===== src/rtl/serial_add_seq.sv =====
// rtl/serial_add_seq.sv - bit-serial adder, LSB first, with IDLE/SHIFT/DONE sequencer
// Optional subtraction is enabled by defining SERIAL_ADD_SUB_EN.
module serial_add_seq #(
  parameter int WIDTH = 8
) (
  input  logic             clk,
  input  logic             rst,
  input  logic             start,
  input  logic             sub,
  input  logic [WIDTH-1:0] a,
  input  logic [WIDTH-1:0] b,
  output logic             busy,
  output logic             shift_en,
  output logic             s_bit,
  output logic             oe,
  output logic             done,
  output logic [WIDTH-1:0] sum,
  output logic             cout
);

  localparam int CW = $clog2(WIDTH);

  typedef enum logic [1:0] {IDLE, SHIFT, DONE} state_t;

  state_t           state, state_nxt;
  logic [WIDTH-1:0] a_sh, b_sh, res;
  logic             carry;
  logic [CW-1:0]    cnt;
  logic             last;
  logic             sum_bit;
  logic             carry_nxt;
  logic [WIDTH-1:0] b_load;
  logic             c_load;

`ifdef SERIAL_ADD_SUB_EN
  // Two's-complement subtract: invert B and inject a carry-in of one.
  assign b_load = sub ? ~b : b;
  assign c_load = sub;
`else
  logic unused_sub;
  assign unused_sub = sub;
  assign b_load     = b;
  assign c_load     = 1'b0;
`endif

  assign last      = (cnt == CW'(WIDTH - 1));
  assign sum_bit   = a_sh[0] ^ b_sh[0] ^ carry;
  assign carry_nxt = (a_sh[0] & b_sh[0]) | (a_sh[0] & carry) | (b_sh[0] & carry);

  always_ff @(posedge clk) begin
    if (rst) state <= IDLE;
    else     state <= state_nxt;
  end

  always_comb begin
    state_nxt = state;
    busy      = 1'b0;
    shift_en  = 1'b0;
    s_bit     = 1'b0;
    done      = 1'b0;
    oe        = 1'b0;
    case (state)
      IDLE: begin
        if (start) state_nxt = SHIFT;
      end
      SHIFT: begin
        busy     = 1'b1;
        shift_en = 1'b1;
        s_bit    = sum_bit;
        if (last) state_nxt = DONE;
      end
      DONE: begin
        busy      = 1'b1;
        done      = 1'b1;
        oe        = 1'b1;
        state_nxt = IDLE;
      end
      default: state_nxt = IDLE;
    endcase
  end

  always_ff @(posedge clk) begin
    if (rst) begin
      a_sh  <= '0;
      b_sh  <= '0;
      res   <= '0;
      carry <= 1'b0;
      cnt   <= '0;
      sum   <= '0;
      cout  <= 1'b0;
    end else begin
      case (state)
        IDLE: begin
          if (start) begin
            a_sh  <= a;
            b_sh  <= b_load;
            carry <= c_load;
            cnt   <= '0;
          end
        end
        SHIFT: begin
          a_sh  <= a_sh >> 1;
          b_sh  <= b_sh >> 1;
          carry <= carry_nxt;
          res   <= {sum_bit, res[WIDTH-1:1]};
          cnt   <= cnt + CW'(1);
          // Publish the result on the edge that enters DONE.
          if (last) begin
            sum  <= {sum_bit, res[WIDTH-1:1]};
            cout <= carry_nxt;
          end
        end
        default: ;
      endcase
    end
  end

endmodule


===== config.mk =====
export PLATFORM = sky130hd
export DESIGN_NAME = serial_add_seq
export DESIGN_NICKNAME = d
export VERILOG_FILES = /design/src/rtl/serial_add_seq.sv
export SDC_FILE = /design/constraint.sdc
export NUM_CORES = 1
export LEC_CHECK = 0
export CAP_MARGIN = 30
export CORE_UTILIZATION = 55
export DETAILED_ROUTE_END_ITERATION = 7
export PLACE_DENSITY = 0.84
export SLEW_MARGIN = 5
export SYNTH_ARGS = -nofsm -noshare
export SYNTH_HDL_FRONTEND = slang
export SYNTH_SLANG_ARGS = --single-unit

===== constraint.sdc =====
create_clock -name clk -period 3 [get_ports clk]
set_input_delay 0.9 -clock clk [delete_from_list [all_inputs] [get_ports clk]]
set_output_delay 0.9 -clock clk [all_outputs]
set_load 0.02 [all_outputs]

; ---- Word level (Yosys, flattened, before mapping)
; Cells that the tools add are included.
[totals]
register_bits = 39
word_cells = 42
[op_classes]
n_addsub = 1
eq_ne = 5
muxes = 15
bitwise_logic = 7
reduce_logical = 6
[ops]
columns = cell, count
row1 = case mux 8 bit (2 select lines), 2
row2 = two-way mux 8 bit, 2
row3 = case mux 3 bit (2 select lines), 1
row4 = AND reduction 2 bit, 3
row5 = two-way mux 1 bit, 5
row6 = two-way mux 2 bit, 2
row7 = != test 2 bit (second input constant), 2
row8 = case mux 2 bit (2 select lines), 1
row9 = adder 3 x 1 -> 3 bit (second input constant), 1
row10 = AND 1 bit, 3
row11 = == test 3 bit (second input constant), 1
row12 = two-way mux 3 bit, 1
row13 = == test 2 x 1 -> 1 bit (second input constant), 1
row14 = == test 2 bit (second input constant), 1
row15 = zero test 2 bit, 1
row16 = bitwise OR 1 bit, 2
row17 = case mux 1 bit (2 select lines), 1
row18 = nonzero test 2 bit, 1
row19 = OR reduction 2 bit, 1
row20 = bitwise XOR 1 bit, 2

; ---- Logic depth before layout (Yosys ltp)
[depth]
depth_word = 4
depth_mapped = 7
ltp_nobuf = 5

; ---- Worst setup path before layout
; No wires, ideal clock.
[synth_path]
path_kind = register -> output
startpoint = reg state[1]
endpoint = out s_bit
t_arrival_ps = 1297
required_time_ps = 2100
setup_slack_ps = 803
path_stages_with_launch = 6
path_cell_list = dfxtp_1 -> inv_1 -> ha_1 -> buf_6 -> buf_6 -> and2_1
[synth_via]
elab_chain_len = 2
[synth_lines]
columns = item, line_no
row1 = start: declaration, 25  ; state_t state, state_nxt;
row2 = start signal: assignment, 52  ; else state <= state_nxt;
row3 = == test 2 x 1 -> 1 bit, 62  ; case (state)
row4 = two-way mux 1 bit, 62
row5 = end: declaration, 14  ; output logic s_bit,
; Every way passes these cells.

; ---- Worst setup path in the final report
[layout_path]
startpoint = reg a_sh[0]
endpoint = out s_bit
[layout_via]
elab_chain_len = 3
[layout_lines]
columns = item, line_no
row1 = start: declaration, 26  ; logic [WIDTH-1:0] a_sh, b_sh, res;
row2 = start signal: assignment, 102  ; a_sh <= a_sh >> 1;
row3 = bitwise XOR 1 bit (2 in a row), 47  ; assign sum_bit = a_sh[0] ^ b_sh[0] ^ carry;
row4 = via sum_bit, 30  ; logic sum_bit;
row5 = two-way mux 1 bit, 62
; The timed path passes the listed nets, and every way through them passes these cells.

==> metrics.csv <==
metric,value,unit
status,completed,
root_buffer,clkbuf_4,
hold_class,reg2reg,
critPathCapture,s_bit,
period_minus_slack,2.56,ns
viasPerCell,5.33,
die_width,59.4,um
place_congestion,0.796,
ios,34,
drc,0,
hpwlAfterDp,2150,um
fin_crit_sh,0.852,
synth_area_leader_cell,dfxtp_1,
r2r_setup_slack,1.02,ns
final_nets,228,
ys_types,27,
cp.required,2.10,ns
r2r-start,state[1],
cts_resized,0,
stdcell_area,0.00213,mm^2
ir_drop,0.400,mV
critPathMaxFanout,2,
critical_path_class,reg2out,
r2r-end,b_sh[7],
syn-num-nets,200,
drt_wl_total,3200,um
vias,1316,
clkSinkCount,38,
placed_area,0.00206,mm^2
worst_r2r_path_depth,6,
antennaDiodeCount,0,
start_kind,register,
synth_seq_cells,38,
syn_avg_cell_area,10.4,um^2
cts_setup_buffers,0,
drv_cap,0,
yosysWarnings,0,
dr.first_iter.drc_count,30,
rows,20,
grt_usage,0.208,
dieArea,0.00353,mm^2
antenna_left,0,
initial_core_util,0.588,
grt_antenna_before_repair,0,
h-tree-depth,2,
drt_pass1_iterations,4,
p_leak,0.772,nW
grt_max_degree,40,
die_height,59.4,um
hold_viol_final,0,
max_freq,0.391,GHz
critPathLaunch,a_sh[0],
clk_latency,0.34,ns
endpoint_kind,output pin,
cp.arrival,1.66,ns
synthTopCellsByArea,"dfxtp_1, mux2i_1, a211oi_2",
final.setup.tns,0,ns
drv_slew,0,
mostFrequentLayoutCell,dfxtp_1,
syn_to_final_growth,17.7,%
cts_tree,done,
ys_seq_area_frac,0.420,
gr-total-overflow,0,
final_layout_size_suffix_gt1_frac,0.212,
grt_pass1_wl,5470,um
clock_skew,0.00444,ns
numCtsBuffers,5,
slew_headroom,0.669,
p_per_area,483,mW/mm^2
rsz0062_at_grt,no,
grt_pass1_vias,1260,
syn_inst,174,
clk_pin_slew,0.11,ns
wl_per_cell,12.9,um
clockBufferDepth,2,
hold_buffers,0,
core-area,0.00308,mm^2
setup_viol,0,
max_slew.worst_pin.slew,0.497,ns
mappedNetlistArea,0.00181,mm^2
yosys.area.top_type_share,0.420,
layout_common_cells,"dfxtp_1, clkdlybuf4s50_1, mux2i_1, a21oi_1",
port_buffers,32,
-- worst min-delay path by stage --
stage / from / end / slack [ns] / depth (start not counted)
after CTS: b_sh[7] / b_sh[7] / 0.46 / 2
after global placement: b_sh[7] / b_sh[7] / 0.44 / 2
after detailed placement: b_sh[7] / b_sh[7] / 0.44 / 2
final: b_sh[7] / b_sh[7] / 0.46 / 2
after global routing: a_sh[7] / a_sh[7] / 0.50 / 2
after floorplan: a_sh[7] / a_sh[7] / 0.43 / 2
-- cells by family (layout without fill, tap and decap cells) --
logic type	count (synthesis)	count (layout)	share of synthesized area
and+or+nand+nor	53	53	0.146
DFF	38	38	0.420
AOI/OAI and AO/OA	36	36	0.167
muxes	24	24	0.137
buffers and inverters	17	46	0.0850
adders and majority gates	6	6	0.0456
-- Yosys cell counts --
cell type,count
fa_1,1
or3_1,1
a32oi_1,3
a211oi_1,2
or2b_1,1
clkbuf_1,3
clkbuf_8,3
nor2_2,14
mux2_4,1
nand3_1,11
buf_12,2
buf_6,3
dfxtp_1,38
and2_1,1
buf_4,1
inv_1,4
mux2_2,2
nor2_1,8
a211oi_2,14
buf_2,1
a21oi_1,17
nand2_2,1
nand2b_1,1
nand2_1,14
ha_1,5
mux2i_1,21
nor2b_1,1
-- worst max-delay path, cell delays in order (launching register included) --
cell and delay (ns):
dfxtp_1 0.35, fa_1 0.58, and2_1 0.16, dlymetal6s2s_1 0.23
-- metal layers --
layer | global-route usage | part of all wire | vias to the layer above | routed length [um]
met2 | 0.366 | 0.48 | 23 | 1530
met1 | 0.242 | 0.47 | 625 | 1500
li1 | - | - | 663 | -
met3 | 0.0480 | 0.038 | 5 | 122
met5 | 0 | 0 | - | 0
met4 | 0.0816 | 0.013 | 0 | 42
-- final cells by class --
class                   count  area, um^2
flip-flops and latches     38         761
repair buffers             34         338
well taps                  44        55.1
multi-input cells         119         898
clock buffers               6        51.3
fillers                   266         947
clock inverters             2        12.5
inverters                   4        15.0
-- per-stage QoR --
step / setup slack [ns] / instances / hold WS, ns / power [W] / utilization
after CTS: 0.0488 / 247 / 0.458 / 0.00104 / 0.691
after detailed placement: 0.451 / 239 / 0.443 / 0.000767 / 0.671
after floorplan: 0.803 / 174 / 0.432 / 0.000737 / -
after global placement: 0.445 / 239 / 0.443 / 0.000760 / 0.671
final: 0.444 / 247 / 0.458 / 0.00103 / 0.692
after global routing: 0.373 / 247 / 0.496 / 0.00108 / 0.692
-- state kept, by name (all words and copies together) (netlist names) --
register / cells
sum: 8
res: 7
b_sh: 8
cout: 1
cnt: 3
carry: 1
state: 2
a_sh: 8
-- report_power, final --
group	switching (W)	total [W]	leakage (nW)	internal [W]
combinational	0.000106	0.000201	0.427	0.0000944
sequential	0.0000198	0.000553	0.310	0.000533
clock	0.000164	0.000276	0.0343	0.000113
total	0.000290	0.00103	0.772	0.000740
(Power assumes the default switching activity.)
